$ cat config.mk
export PLATFORM = sky130hd
export DESIGN_NAME = alu_issue_stage
export DESIGN_NICKNAME = d
export VERILOG_FILES = /design/src/rtl/alu_issue_stage.sv
export SDC_FILE = /design/constraint.sdc
export NUM_CORES = 1
export LEC_CHECK = 0
export BUFFER_PORTS_ARGS = -buffer_cell sky130_fd_sc_hd__buf_2
export CAP_MARGIN = 20
export CORE_AREA = 8 8 145 147
export CTS_CLUSTER_SIZE = 30
export DETAILED_ROUTE_END_ITERATION = 8
export DIE_AREA = 0 0 153 155
export PLACE_DENSITY = 0.82
export SLEW_MARGIN = 0
export SYNTH_ARGS = -nofsm -noshare
export SYNTH_HDL_FRONTEND = slang
export SYNTH_SLANG_ARGS = --single-unit
$ cat constraint.sdc
create_clock -name clk -period 3.36 [get_ports clk]
set_input_delay 0 -clock clk [delete_from_list [all_inputs] [get_ports clk]]
set_output_delay 0 -clock clk [all_outputs]
set_load 0.01 [all_outputs]
$ cat src/rtl/alu_issue_stage.sv
// Decode/issue stage for the 64-bit ALU: RAW scoreboard with writeback bypass, one registered issue slot.
// Latency 1 cycle accept->out_valid; stalls fetch when the slot is held or a source register is busy.
module alu_issue_stage #(
   parameter int XLEN  = 64,
   parameter int IMM_W = 16
) (
   input  logic            clk,
   input  logic            rst_n,
   input  logic            in_valid,
   output logic            in_ready,
   input  logic [31:0]     in_instr,
   output logic [4:0]      rf_raddr1,
   output logic [4:0]      rf_raddr2,
   input  logic [XLEN-1:0] rf_rdata1,
   input  logic [XLEN-1:0] rf_rdata2,
   input  logic            wb_valid,
   input  logic [4:0]      wb_rd,
   input  logic [XLEN-1:0] wb_data,
   output logic            out_valid,
   input  logic            out_ready,
   output logic [3:0]      out_alu_sel,
   output logic [XLEN-1:0] out_src1,
   output logic [XLEN-1:0] out_src2,
   output logic [4:0]      out_rd,
   output logic            out_illegal
);

   typedef struct packed {
      logic [3:0]      alu_sel;
      logic [XLEN-1:0] src1;
      logic [XLEN-1:0] src2;
      logic [4:0]      rd;
      logic            illegal;
   } issue_t;

   logic [5:0]       opcode;
   logic [4:0]       rd, rs1, rs2;
   logic [IMM_W-1:0] imm;
   logic [XLEN-1:0]  rs1_val, rs2_val, imm_ext;
   logic             is_reg, is_imm, is_mov, zext;
   logic             use_rs1, use_rs2;
   logic             byp1, byp2, blk1, blk2;
   logic             hazard, accept;
   logic [31:0]      busy;
   logic             valid_q;
   issue_t           slot_q, slot_d;

   assign opcode    = in_instr[31:26];
   assign rd        = in_instr[25:21];
   assign rs1       = in_instr[20:16];
   assign rs2       = in_instr[15:11];
   assign imm       = in_instr[IMM_W-1:0];
   assign rf_raddr1 = rs1;
   assign rf_raddr2 = rs2;

   assign is_reg  = (opcode <= 6'h06);
   assign is_imm  = (opcode >= 6'h08) && (opcode <= 6'h0E);
   assign is_mov  = (opcode == 6'h0F);
   assign zext    = (opcode >= 6'h0A) && (opcode <= 6'h0C);
   assign use_rs1 = is_reg || is_imm || is_mov;
   assign use_rs2 = is_reg;

   assign imm_ext = zext ? {{(XLEN-IMM_W){1'b0}}, imm}
                         : {{(XLEN-IMM_W){imm[IMM_W-1]}}, imm};

   // r0 never bypasses and always reads as zero, whatever the register file returns
   assign byp1    = wb_valid && (wb_rd == rs1) && (rs1 != 5'd0);
   assign byp2    = wb_valid && (wb_rd == rs2) && (rs2 != 5'd0);
   assign rs1_val = (rs1 == 5'd0) ? '0 : (byp1 ? wb_data : rf_rdata1);
   assign rs2_val = (rs2 == 5'd0) ? '0 : (byp2 ? wb_data : rf_rdata2);

   assign blk1 = busy[rs1] && !(wb_valid && (wb_rd == rs1));
   assign blk2 = busy[rs2] && !(wb_valid && (wb_rd == rs2));

   assign hazard   = in_valid && ((use_rs1 && blk1) || (use_rs2 && blk2));
   assign in_ready = (!valid_q || out_ready) && !hazard;
   assign accept   = in_valid && in_ready;

   always_comb begin
      slot_d         = '0;
      slot_d.alu_sel = 4'hF;
      slot_d.rd      = rd;
      slot_d.illegal = 1'b1;
      if (is_reg) begin
         slot_d.alu_sel = opcode[3:0];
         slot_d.src1    = rs1_val;
         slot_d.src2    = rs2_val;
         slot_d.illegal = 1'b0;
      end else if (is_imm) begin
         slot_d.alu_sel = {1'b0, opcode[2:0]};
         slot_d.src1    = rs1_val;
         slot_d.src2    = imm_ext;
         slot_d.illegal = 1'b0;
      end else if (is_mov) begin
         slot_d.src1    = rs1_val;
         slot_d.illegal = 1'b0;
      end
   end

   // set takes priority over a same-cycle writeback clear; bit 0 stays cleared
   always_ff @(posedge clk or negedge rst_n) begin
      if (!rst_n) begin
         busy <= '0;
      end else begin
         for (int i = 1; i < 32; i++) begin
            if (accept && use_rs1 && (rd == 5'(i)))
               busy[i] <= 1'b1;
            else if (wb_valid && (wb_rd == 5'(i)))
               busy[i] <= 1'b0;
         end
      end
   end

   always_ff @(posedge clk or negedge rst_n) begin
      if (!rst_n) begin
         valid_q <= 1'b0;
         slot_q  <= '0;
      end else if (accept) begin
         valid_q <= 1'b1;
         slot_q  <= slot_d;
      end else if (out_ready) begin
         valid_q <= 1'b0;
      end
   end

   assign out_valid   = valid_q;
   assign out_alu_sel = slot_q.alu_sel;
   assign out_src1    = slot_q.src1;
   assign out_src2    = slot_q.src2;
   assign out_rd      = slot_q.rd;
   assign out_illegal = slot_q.illegal;

endmodule
# ---- Word-level counts from Yosys, hierarchy flattened
# Index checks and enable logic that the tools add are counted.
# Widths: inputs -> output; s select.
dict set report totals {
  register_bits 170
  output_inout_bits 150
}
dict set report classes {
  muxes 81
  order_cmp 7
  eq_ne 65
  n_reduce_logical 120
}
# operator n
set ops {}
lappend ops {{$mux 64} 8}
lappend ops {{$eq 5x5->1 const B} 32}
lappend ops {{$mux 132} 1}
lappend ops {{$eq 5x4->1 const B} 16}
lappend ops {{$logic_and 1x1->1} 76}
lappend ops {{$mux 1} 69}
lappend ops {{$reduce_bool 2->1} 32}
lappend ops {{$eq 5x3->1 const B} 8}
lappend ops {{$eq 5x2->1 const B} 4}
lappend ops {{$ge 6x4->1 const B} 2}
lappend ops {{$le 6x4->1 const B} 2}
lappend ops {{$lt 5x6->1 const B} 2}
lappend ops {{$bmux 1 s5} 2}
lappend ops {{$eq 5x1->1 const B} 2}
lappend ops {{$eq 5x5->1} 2}
lappend ops {{$logic_not 5->1} 2}
lappend ops {{$reduce_bool 5->1} 2}
lappend ops {{$eq 6x4->1 const B} 1}
lappend ops {{$le 6x3->1 const B} 1}
lappend ops {{$logic_not 1->1} 4}
lappend ops {{$logic_or 1x1->1} 4}
lappend ops {{$mux 4} 1}

# ---- Depth between registers and ports, before layout
# Gate-level depths: netlist (run 1).
dict set report depth {
  ltp_word 13
  depth_mapped 11
}

# ---- Least setup slack after synthesis (run 1)
# No wires, ideal clock.
dict set report synth_path {
  path_type {reg-to-reg}
  startpoint {reg busy[15]}
  endpoint {reg slot_q, in the netlist out_alu_sel[3]}
  t_arrival_ns 2.196
  n_path_buf 1
  path_stages_with_launch 8
  setup_time_ns 0.125
  slack_ns 1.039
  cell_sequence {dfrtp_1 mux4_2 mux2_2 a221oi_2 nor4_2 nor3_4 buf_6 mux2_2}
}
dict set report synth_between {
  elab_chain_cells 9
  word_cells_on_any_way 13
  cone_classes {mux: 4; reduce/logical: 9}
}
# element line
set synth_rtl {}
lappend synth_rtl {{start: declaration} 44} ;# logic [31:0] busy;
lappend synth_rtl {{start signal: assignment} 103} ;# busy <= '0;
lappend synth_rtl {{start signal: indexed assignment} 107} ;# busy[i] <= 1'b1;
lappend synth_rtl {{start signal: indexed assignment} 109} ;# busy[i] <= 1'b0;
lappend synth_rtl {{$bmux 1 s5 (on tied branches)} {72, 73}}
lappend synth_rtl {{$mux 1 (on tied branches)} {72, 73}}
lappend synth_rtl {{$logic_and 1x1->1 (on tied branches)} {72, 73}}
lappend synth_rtl {{$logic_and 1x1->1} 75} ;# assign hazard = in_valid && ((use_rs1 && blk1) || (use_rs2 && blk2));
lappend synth_rtl {{$logic_or 1x1->1 (*)} 75}
lappend synth_rtl {{$logic_and 1x1->1 (*)} 75}
lappend synth_rtl {{$logic_not 1->1 (*)} 76} ;# assign in_ready = (!valid_q || out_ready) && !hazard;
lappend synth_rtl {{$logic_and 1x1->1 (*)} 76}
lappend synth_rtl {{$logic_and 1x1->1 (*)} 77} ;# assign accept = in_valid && in_ready;
lappend synth_rtl {{end signal: assignment} 120} ;# slot_q <= slot_d;
lappend synth_rtl {{end: declaration} 46} ;# issue_t slot_q, slot_d;
# Mark *: on every way between the ends. The rest lies on a longest branch, timed or not. The select of a mux whose other input is x is not followed.
# A chain may end at the register's enable or synchronous reset.

# ---- Worst setup path after layout (run 1)
dict set report layout_path {
  startpoint {reg busy[7]}
  endpoint {reg slot_q, in the netlist out_src2[24]}
}
# The elaborated chain is that of the path after synthesis.

==> summary.md, run 1 <==
| Metric | Value |
|---|---|
| PnR Total Power | `0.00601 W` |
| Vias in the first global route | `10510` |
| Startpoint Class | `flop` |
| GP Congestion | `slightly above 0.9` |
| Critical Path AT | `3.12 ns` |
| Setup TNS | `0 ns` |
| Clock transition at path regs | `0.08 ns` |
| Buf/Inv on CP | `1` |
| #FFs+latches synth | `170` |
| R2r setup slk | `0.50 ns` |
| DR WL/cell | `~25 um` |
| Area of the core | `about 19000 um^2` |
| Synth warn | `1` |
| Largest net degree at the start of global routing | `84` |
| Synth area leader | `dfrtp_1` |
| Final hold vios | `0` |
| Peak VDD IR | `391 uV` |
| Status | `finished, final reports clean` |
| Synth top area share | `48.4%` |
| FF-to-FF Start | `busy[7]$_DFFE_PN0P_` |
| CTS root buf | `clkbuf_16` |
| Grt ovf | `0` |
| First-pass GRT wire length | `60000 um` |
| Tightest Hold Check Type | `input pin to flop` |
| Syn Inst Count | `between 700 and 800` |
| DP HPWL | `roughly 23000 um` |
| Initial antenna violation count | `11` |
| Final period util | `a little under nine tenths` |
| Sequential area share after synthesis | `48.4%` |
| Clock buffer depth | `2` |
| Worst Hold Launch | `wb_data[56]` |
| Row cnt | `between 50 and 60` |
| Layout cells sized above 1 | `between 30% and 40%` |
| Max-cap viol count | `0` |
| Peak Freq | `between 300 and 400 MHz` |
| Worst path top cell family by delay | `compound AO/OA/AOI/OAI gates` |
| Synth top area cells | `dfrtp_1, mux2i_1, o2bb2ai_1` |
| Place WS | `between 0.6 and 0.7 ns` |
| WS Path Type | `flop to flop` |
| Synthesis-to-layout area growth | `56.9%` |
| Syn avg cell area | `11.7 um^2` |
| Critical path cell sequence | `mux4_2, o21ba_2, a221oi_2, nor4_2, nor3_2, buf_4, a2bb2oi_1` |
| Htree depth | `4` |
| FF-to-FF End | `out_src2[24]$_DFFE_PN0P_` |
| Critical Path End Type | `flop` |
| Syn_nets | `between 900 and 1000` |
| Via density | `between 6 and 7` |
| RSZ-0062 raised after global routing | `false` |
| Synthesized area | `8790 um^2` |
| Crit-path slowest cell | `buf_4` |
| Crit-path max FO | `between 40 and 50` |
| Num CTS Buffers | `17` |
| Final setup fails | `0` |
| Leakage | `roughly 6.3 nW` |
| Relative slew slack | `30.5%` |
| Worst r2r path cells | `7` |
| All-Layer GR Usage | `31.8%` |
| Clk sinks | `170` |
| Total power per unit cell area | `between 400 and 500 nW/um^2` |
| Die Outline Area | `about 24000 um^2` |
| I/O Buffers | `383` |
| WHS Path Cells | `3` |
| Crit-path max cell delay | `between 0.5 and 0.6 ns` |
| Clock Latency Late Sink | `0.43 ns` |
| Starting density of the core | `about 46%` |
| First-pass DRT Iterations | `5` |
| Die height | `between 150 and 200 um` |
| Hold endpoint | `out_src2[56]$_DFFE_PN0P_` |
| Req. time, crit path | `3.62 ns` |
| ANT nets after route | `0` |
| Worst Skew | `roughly 0.021 ns` |
| Cell Area, Placed | `about 11000 um^2` |
| Min cycle time layout | `roughly 2.9 ns` |
| Routed WL | `approximately 40000 um` |
| Fin area | `13800 um^2` |
| Post-layout util | `72.8%` |
| Nets@finish | `roughly 1600` |
| # IOs | `approximately 380` |
| Final worst slack | `around 0.50 ns` |
| 1st-iter DRT viols | `between 800 and 900` |
| Unique masters post-synth | `47` |
| Final Max Tran Viols | `0` |
| Via Count | `9918` |
| CTS tree | `done` |
| Die W | `153 um` |
| Residual DRC count | `0` |
| Measured slew at the worst slew-check pin | `approximately 1.0 ns` |
==> per-layer routing <==
metal | part of all wire [%] | track usage (%)
met5 | 0 | 0
met4 | 6.5 | 18.3
met3 | 11 | 10.5
met2 | 48 | 52.7
met1 | 34 | 35.7
==> power breakdown <==
group	leakage [nW]	switching, W	internal, W
clock	0.298	0.000896	0.00116
sequential	2.20	0.000175	0.00229
combinational	3.77	0.000750	0.000732
==> logic make-up (layout without fill, tap and decap cells) <==
family / after synthesis / count (layout) / share of synthesized area [%]
compound gates: 261 / 261 / 22.8
xor+xnor: 11 / 11 / 1.10
buf+inv: 81 / 673 / 5.10
flops: 170 / 170 / 48.4
mux: 127 / 127 / 16.3
other cells: 0 / 13 / 0
simple gates: 99 / 99 / 6.35
==> registers in the layout, summed over array words and instances, names as in the netlist <==
name	count
busy	31
out_valid	1
out_rd	5
out_src2	64
out_src1	64
out_illegal	1
out_alu_sel	4
==> worst register-to-register path, stage by stage (launching register included) <==
cell       delay, ns
dfrtp_1         0.40
mux4_2          0.47
o21ba_2         0.23
a221oi_2        0.36
nor4_2          0.12
nor3_2          0.28
buf_4           0.56
a2bb2oi_1       0.28
==> cells in the mapped netlist (all sizes together) <==
| master | instances |
|---|---|
| mux2i | 89 |
| nor2b | 5 |
| o2bb2ai | 64 |
| mux2 | 28 |
| a221o | 1 |
| and2 | 4 |
| a31oi | 3 |
| nand3b | 2 |
| a311oi | 1 |
| nor2 | 11 |
| o22ai | 1 |
| o221ai | 50 |
| a21oi | 3 |
| a2bb2oi | 48 |
| mux4 | 10 |
| a221oi | 3 |
| or2 | 4 |
| nand4b | 6 |
| xnor2 | 7 |
| nor4 | 3 |
| a22oi | 1 |
| clkbuf | 31 |
| o21ba | 1 |
| buf | 46 |
| nor3 | 9 |
| nand2b | 7 |
| or4 | 3 |
| and3 | 3 |
| nand3 | 12 |
| inv | 4 |
| xor2 | 4 |
| a311o | 1 |
| nand2 | 25 |
| dfrtp | 170 |
| nand4 | 5 |
| o21ai | 84 |
==> area by class of cell <==
| class | instances | area [um^2] |
|---|---|---|
| clock inverter | 12 | 159 |
| sequential | 170 | 4250 |
| tap | 238 | 298 |
| inverter | 4 | 15.0 |
| timing repair buffer | 637 | 4470 |
| clock buffer | 20 | 457 |
| antenna | 13 | 32.5 |
| multi-input combinational | 498 | 4110 |
| fill | 1191 | 5160 |
==> what timing repair did <==
item / CTS / global route
endpoints found under the hold margin: 221 / 1
gates resized for setup: 0 / 0
buffers inserted: 0 / 0
hold buffers: 239 / 1
==> metrics by stage <==
stage,hold WS [ns],instances
after floorplan,-0.296,749
after global placement,0.101,1307
after detailed placement,0.106,1307
after CTS,0.00192,1578
after global routing,0.00000133,1591
final,0.00350,1592
==> cell usage in the layout (no fill, tap or decap), drive strengths merged, types with 2 or more instances in the layout <==
cell         synthesis  final
nand2b               7      7
nand3b               2      2
inv                  4      8
nor2b                5      5
a221oi               3      3
diode                0     13
xnor2                7      7
bufinv               0      2
a21oi                3      3
nand4                5      5
a2bb2oi             48     48
o2bb2ai             64     64
dfrtp              170    170
nor4                 3      3
dlygate4sd3          0    240
mux2                28     28
o221ai              50     50
or2                  4      4
nand2               25     25
mux4                10     10
clkinv               0      5
and3                 3      3
a31oi                3      3
clkbuf              31     20
o21ai               84     84
and2                 4      4
nand4b               6      6
or4                  3      3
xor2                 4      4
nor2                11     11
mux2i               89     89
nand3               12     12
buf                 46    397
nor3                 9      9
==> worst max-delay path by stage <==
| stage | startpoint | slack (ns) | to | depth (start not counted) |
|---|---|---|---|---|
| detailed placement | in_instr[11] | 0.67 | out_src2[19]$_DFFE_PN0P_ | 8 |
| finish | busy[7]$_DFFE_PN0P_ | 0.50 | out_src2[24]$_DFFE_PN0P_ | 7 |
| global placement | in_instr[11] | 0.71 | out_src2[15]$_DFFE_PN0P_ | 8 |
| CTS | busy[7]$_DFFE_PN0P_ | 0.67 | out_src2[19]$_DFFE_PN0P_ | 7 |
| global route | busy[13]$_DFFE_PN0P_ | 0.47 | out_src2[24]$_DFFE_PN0P_ | 7 |
| floorplan | busy[15]$_DFFE_PN0P_ | 1.04 | out_alu_sel[3]$_DFFE_PN0P_ | 7 |
No activity file was read; power rests on OpenSTA's default activity.
==> inputs of run 2 (changes only) <==
CORE_AREA = 8 8 173 134   (was 8 8 145 147)
DIE_AREA = 0 0 181 142   (was 0 0 153 155)
PLACE_DENSITY = 0.79   (was 0.82)
clock period = 2.5 ns   (was 3.36 ns; I/O delays follow)
==> run 2 against run 1 <==
The flow now finishes with violations (negative setup slack). Worst hold slack improved by 0.041 ns. Final cell count increased by 4.6%. Via count increased by 5.1%. Clock power increased by 29%. Maximum frequency shrank 2.6%. Global-route usage increased by 1.5 points. Die area grew 8.4%. Sequential share of layout area fell by 2.4 points. First-iteration DRC count rose by 66%. Flip-flop and latch count unchanged. Critical path depth unchanged. Largest cell class unchanged. Highest routed layer is now met5.
==> summary.md, run 2 (synthesis gave the netlist of run 1 again) <==
| Metric | Value |
|---|---|
| DP HPWL | `26600 um (was 22800 um)` |
| Residual DRC count | `0 (unchanged)` |
| Via density | `6.26 (was 6.23)` |
| Via Count | `10425 (was 9918)` |
| Final Max Tran Viols | `0 (unchanged)` |
| Initial antenna violation count | `6 (was 11)` |
| Peak VDD IR | `406 uV (was 391 uV)` |
| Final setup fails | `79 (was 0)` |
| Multi-input gate area | `4510 um^2 (was 4110 um^2)` |
| WHS Path Cells | `4 (was 3)` |
| Req. time, crit path | `2.77 ns (was 3.62 ns)` |
| FF-to-FF End | `out_src1[28]$_DFFE_PN0P_ (was out_src2[24]$_DFFE_PN0P_)` |
| First-pass DRT Iterations | `7 (was 5)` |
| CTS tree | `done (unchanged)` |
| Clock transition at path regs | `0.09 ns (was 0.08 ns)` |
| Final worst slack | `-0.437 ns (was 0.499 ns)` |
| I/O Buffers | `383 (unchanged)` |
| DR WL/cell | `28.4 um (was 24.6 um)` |
| PnR Total Power | `0.00846 W (was 0.00601 W)` |
| ANT nets after route | `0 (unchanged)` |
| Routed WL | `47300 um (was 39200 um)` |
| GP Congestion | `0.955 (was 0.925)` |
| Filler instances | `1302 (was 1191)` |
| Die Outline Area | `25700 um^2 (was 23700 um^2)` |
| RSZ-0062 raised after global routing | `true (was false)` |
| Layout cells sized above 1 | `42.0% (was 36.3%)` |
| Worst Hold Launch | `wb_rd[2] (was wb_data[56])` |
| Critical Path AT | `3.21 ns (was 3.12 ns)` |
| Tightest Hold Check Type | `input pin to flop (unchanged)` |
| WS Path Type | `flop to flop (unchanged)` |
| Clock buffer depth | `2 (unchanged)` |
| Row cnt | `46 (was 51)` |
| Peak Freq | `340 MHz (was 350 MHz)` |
| Synthesis-to-layout area growth | `70.1% (was 56.9%)` |
| Area of the core | `20600 um^2 (was 19000 um^2)` |
| Measured slew at the worst slew-check pin | `0.846 ns (was 1.04 ns)` |
| Startpoint Class | `flop (unchanged)` |
| FF-to-FF Start | `busy[15]$_DFFE_PN0P_ (was busy[7]$_DFFE_PN0P_)` |
| Worst Skew | `0.0285 ns (was 0.0210 ns)` |
| CTS root buf | `clkbuf_16 (unchanged)` |
| Htree depth | `4 (unchanged)` |
| Place WS | `-0.0573 ns (was 0.666 ns)` |
| Vias in the first global route | `10646 (was 10510)` |
| Worst r2r path cells | `7 (unchanged)` |
| Total power per unit cell area | `566 nW/um^2 (was 436 nW/um^2)` |
| Crit-path max cell delay | `0.61 ns (was 0.56 ns)` |
| All-Layer GR Usage | `33.3% (was 31.8%)` |
| Min cycle time layout | `2.94 ns (was 2.86 ns)` |
| Final period util | `117% (was 85.2%)` |
| Num CTS Buffers | `17 (unchanged)` |
| Clk sinks | `170 (unchanged)` |
| Nets@finish | `1617 (was 1562)` |
| Hold endpoint | `busy[12]$_DFFE_PN0P_ (was out_src2[56]$_DFFE_PN0P_)` |
| # IOs | `384 (unchanged)` |
| Crit-path slowest cell | `o2bb2ai_1 (was buf_4)` |
| Starting density of the core | `42.7% (was 46.4%)` |
| Grt ovf | `0 (unchanged)` |
| 1st-iter DRT viols | `1436 (was 864)` |
| R2r setup slk | `-0.44 ns (was 0.50 ns)` |
| Max-cap viol count | `0 (unchanged)` |
| Status | `finished, violations left (was finished, final reports clean)` |
| Final hold vios | `0 (unchanged)` |
| Failing checks | `negative setup slack` |
| Critical path cell sequence | `mux4_2, mux2_4, a221oi_4, or4_1, nand3_2, buf_12, o2bb2ai_1 (was mux4_2, o21ba_2, a221oi_2, nor4_2, nor3_2, buf_4, a2bb2oi_1)` |
| Crit-path max FO | `20 (was 48)` |
| Most common cell after layout, fill and taps aside | `buf_2 (unchanged)` |
| Leakage | `6.78 nW (was 6.27 nW)` |
| Critical Path End Type | `flop (unchanged)` |
| Die height | `142 um (was 155 um)` |
| First-pass GRT wire length | `66100 um (was 60000 um)` |
| Die W | `181 um (was 153 um)` |
| Clock Latency Late Sink | `0.45 ns (was 0.43 ns)` |
| Worst hold slack | `0.0448 ns (was 0.00350 ns)` |
| Reg area | `4250 um^2 (unchanged)` |
| Relative slew slack | `43.6% (was 30.5%)` |
| Most frequent cells in the layout | `buf_2, dlygate4sd3_1, dfrtp_1 (unchanged)` |
| Largest net degree at the start of global routing | `79 (was 84)` |
==> run 2: cell count changes in the layout (fill, tap and decap cells not counted), moves of 4 or more <==
cell and change:
a2bb2oi_1 -39, clkinvlp_4 +4, buf_4 +18, mux2_2 -17
dlygate4sd3_1 +4, diode_2 -7, buf_6 +11, clkbuf_16 +7
a2bb2oi_2 +39, mux2_4 +19, buf_12 +14
==> run 2: worst max-delay path by stage <==
stage	start	endpoint	slack, ns	cells past startpoint
global route	busy[13]$_DFFE_PN0P_	out_src1[28]$_DFFE_PN0P_	-0.52	7
finish	busy[15]$_DFFE_PN0P_	out_src1[28]$_DFFE_PN0P_	-0.44	7
CTS	busy[15]$_DFFE_PN0P_	in_ready	-0.11	8
detailed placement	busy[15]$_DFFE_PN0P_	out_src2[56]$_DFFE_PN0P_	-0.06	8
floorplan	busy[15]$_DFFE_PN0P_	out_alu_sel[3]$_DFFE_PN0P_	0.18	7
global placement	busy[15]$_DFFE_PN0P_	out_src2[7]$_DFFE_PN0P_	0.06	7
==> run 2: what timing repair did <==
item	4_1_cts	5_1_grt
setup endpoints to repair	26	154
hold buffers	244	0
hold endpoints to repair	219	0
gates resized for setup	11	91
setup buffers	0	12
pin swaps	4	34
gates cloned	0	11
==> run 2: per-layer routing <==
layer	global-route usage [%]	vias to the layer above	wire [um]
met5	0	-	9
met2	52.3	916	21400
li1	-	4201	-
met1	39.7	5042	17300
met4	20.3	2	3430
met3	10.8	264	5170
==> run 2: final cells by class <==
type                    instances  share of cell area [%]
diodes                          6                   0.100
clock buffers                  17                    2.85
clock inverters                15                    1.02
inverters                       4                   0.100
multi-input cells             498                    30.2
flip-flops and latches        170                    28.5
well taps                     264                    2.21
repair buffers                692                    35.1
==> run 2: worst max-delay path: cells and delay by family, from the launching register on <==
kind | cells | cell delay [ns]
buffers and inverters | 1 | 0.25
and+or+nand+nor | 2 | 0.44
muxes | 2 | 0.78
AOI/OAI and AO/OA | 2 | 0.90
DFF | 1 | 0.40
==> run 2: report_power, final <==
group	switching [W]	internal, W
registers	0.000275	0.00308
logic	0.00120	0.00125
clock network	0.00133	0.00133
==> run 2: stage by stage <==
step | instances | TNS, ns | area, um^2 | util, %
after detailed placement | 1361 | -0.213 | 11100 | 53.9
final | 1666 | -3.09 | 15000 | 72.6
after floorplan | 749 | 0 | 8790 | -
after global placement | 1361 | 0 | 11100 | 53.9
after CTS | 1637 | -1.47 | 14200 | 68.8
after global routing | 1664 | -11.39 | 14900 | 72.5
==> inputs of run 3 (changes only) <==
PLACE_DENSITY = 0.77   (was 0.79)
==> run 3 against run 2 <==
The run ends with negative hold slack, negative setup slack left. Wire length decreased by 1.6%. Cell area is 2.1% lower. Die area unchanged. Core utilization decreased by 1.5 points. Non-clock buffer count down 16. Sequential share of layout area increased by 0.61 points. Worst setup slack better by 0.27 ns. Combinational power down 5%. Final cell count fell by 0.84%. Flip-flop and latch count stayed put.
==> summary.md, run 3 (synthesis gave the netlist of run 1 again) <==
| Metric | Value |
|---|---|
| Die height | `142 um (unchanged)` |
| Peak VDD IR | `336 uV (was 406 uV)` |
| Leakage | `6.63 nW (was 6.78 nW)` |
| Grt ovf | `0 (unchanged)` |
| Layout cells sized above 1 | `40.1% (was 42.0%)` |
| Req. time, crit path | `2.83 ns (was 2.77 ns)` |
| Htree depth | `4 (unchanged)` |
| Routed WL | `46600 um (was 47300 um)` |
| Clock transition at path regs | `0.08 ns (was 0.09 ns)` |
| Worst Skew | `0.0198 ns (was 0.0285 ns)` |
| Critical Path AT | `2.99 ns (was 3.21 ns)` |
| # IOs | `384 (unchanged)` |
| Reg area | `4250 um^2 (unchanged)` |
| Placed insts | `1359 (was 1361)` |
| First-pass DRT Iterations | `6 (was 7)` |
| Post-layout util | `71.0% (was 72.6%)` |
| CTS root buf | `clkbuf_16 (unchanged)` |
| Final hold vios | `1 (was 0)` |
| Filler instances | `1335 (was 1302)` |
| Nets@finish | `1601 (was 1617)` |
| Most common cell after layout, fill and taps aside | `buf_2 (unchanged)` |
| Fin cells | `1652 (was 1666)` |
| Via density | `6.30 (was 6.26)` |
| Tightest Hold Check Type | `input pin to flop (unchanged)` |
| Via Count | `10404 (was 10425)` |
| Vias in the first global route | `10533 (was 10646)` |
| Max layer used | `met5 (unchanged)` |
| Peak Freq | `375 MHz (was 340 MHz)` |
| Met1 wire length | `16600 um (was 17300 um)` |
| Wire length on met2 | `21500 um (was 21400 um)` |
| Most frequent cells in the layout | `buf_2, dlygate4sd3_1, dfrtp_1 (unchanged)` |
| Failing checks | `negative hold slack, negative setup slack (was negative setup slack)` |
| Initial antenna violation count | `7 (was 6)` |
| Worst hold slack | `-0.00996 ns (was 0.0448 ns)` |
| Crit-path max FO | `12 (was 20)` |
| ANT nets after route | `0 (unchanged)` |
| Final period util | `107% (was 117%)` |
| WS Path Type | `flop to flop (unchanged)` |
| Met3 wire length | `5370 um (was 5170 um)` |
| Relative slew slack | `54.2% (was 43.6%)` |
| Area of the core | `20600 um^2 (unchanged)` |
| Row cnt | `46 (unchanged)` |
| Num CTS Buffers | `17 (unchanged)` |
| Largest net degree at the start of global routing | `91 (was 79)` |
| Status | `finished, violations left (unchanged)` |
| GP Congestion | `0.963 (was 0.955)` |
| DR WL/cell | `28.2 um (was 28.4 um)` |
| Final worst slack | `-0.165 ns (was -0.437 ns)` |
| Max-cap viol count | `0 (unchanged)` |
| All-Layer GR Usage | `32.4% (was 33.3%)` |
| First-pass GRT wire length | `64400 um (was 66100 um)` |
| Residual DRC count | `0 (unchanged)` |
| Clock Latency Late Sink | `0.43 ns (was 0.45 ns)` |
| Clk sinks | `170 (unchanged)` |
| Critical Path End Type | `flop (unchanged)` |
| Min cycle time layout | `2.67 ns (was 2.94 ns)` |
| Total power per unit cell area | `579 nW/um^2 (was 566 nW/um^2)` |
| Final setup fails | `74 (was 79)` |
| Final Max Tran Viols | `0 (unchanged)` |
| Clock buffer depth | `2 (unchanged)` |
| Die Outline Area | `25700 um^2 (unchanged)` |
| Multi-input gate area | `4340 um^2 (was 4510 um^2)` |
| Startpoint Class | `flop (unchanged)` |
| DP HPWL | `26800 um (was 26600 um)` |
| Starting density of the core | `42.7% (unchanged)` |
| Synthesis-to-layout area growth | `66.5% (was 70.1%)` |
| I/O Buffers | `383 (unchanged)` |
| 1st-iter DRT viols | `1253 (was 1436)` |
| Measured slew at the worst slew-check pin | `0.687 ns (was 0.846 ns)` |
| Die W | `181 um (unchanged)` |
| CTS tree | `done (unchanged)` |
| RSZ-0062 raised after global routing | `true (unchanged)` |
[run 3: changes by cell type in the layout (fill, tap and decap cells not counted), moves of 4 or more]
| cell | before | now |
|---|---|---|
| clkinvlp_4 | 5 | 1 |
| buf_6 | 12 | 6 |
| mux2_2 | 9 | 13 |
| dlygate4sd3_1 | 244 | 238 |
| a2bb2oi_2 | 46 | 26 |
| mux2_4 | 19 | 14 |
| a2bb2oi_1 | 2 | 21 |
[run 3: area by class of cell]
type	instances	share of cell area (%)
Timing Repair Buffer	676	34.5
Multi-Input combinational cell	498	29.6
Sequential cell	170	29.1
Clock buffer	17	2.91
Tap cell	264	2.26
Clock inverter	15	1.36
Antenna cell	8	0.137
Inverter	4	0.103
[run 3: through the flow]
stage / power (W) / area (um^2) / setup WS (ns) / TNS, ns / hold WS [ns]
finish: 0.00847 / 14600 / -0.165 / -4.98 / -0.00996
global placement: 0.00500 / 11100 / -0.0140 / -0.175 / -0.0106
global route: 0.00874 / 14600 / -0.203 / -10.37 / -0.00284
CTS: 0.00810 / 14100 / -0.0567 / -1.10 / 0.00198
floorplan: 0.00414 / 8790 / 0.179 / 0 / -0.296
detailed placement: 0.00504 / 11100 / -0.0998 / -3.55 / -0.00749
[run 3: routing by layer]
metal | global-route usage, % | up-vias
met5 | 0 | -
met4 | 18.9 | 2
met3 | 9.36 | 246
met2 | 52.1 | 992
met1 | 38.7 | 4992
li1 | - | 4172
[run 3: path summary, 6_finish.rpt]
check,start,to,slack [ns],depth (start not counted)
max,busy[13]$_DFFE_PN0P_,out_src2[18]$_DFFE_PN0P_,-0.17,9
min,in_instr[31],out_alu_sel[2]$_DFFE_PN0P_,-0.01,3
max reg2reg,busy[13]$_DFFE_PN0P_,out_src2[18]$_DFFE_PN0P_,-0.17,9
min reg2reg,out_src2[8]$_DFFE_PN0P_,out_src2[8]$_DFFE_PN0P_,0.48,1
max in group asynchronous,rst_n,out_src2[28]$_DFFE_PN0P_,1.45,3
min in group asynchronous,rst_n,out_src2[30]$_DFFE_PN0P_,0.10,2
[run 3: power by group]
part	total, W	switching (W)	internal, W
logic	0.00232	0.00115	0.00117
registers	0.00334	0.000261	0.00308
clock network	0.00282	0.00136	0.00145
[run 3: what timing repair did]
item | in CTS | in global routing
resized for setup | 5 | 55
cloned | 0 | 8
endpoints found under the setup margin | 91 | 112
pin swaps | 0 | 10
hold buffers | 237 | 1
endpoints found under the hold margin | 200 | 1
setup buffers | 0 | 7
[run 3: critical path, stage by stage, from the launching register on]
cell       delay [ns]
dfrtp_1          0.39
mux4_2           0.48
mux2_4           0.30
a221oi_4         0.33
nor4_4           0.11
nor3_4           0.23
buf_12           0.15
buf_12           0.15
buf_6            0.18
a2bb2oi_1        0.24
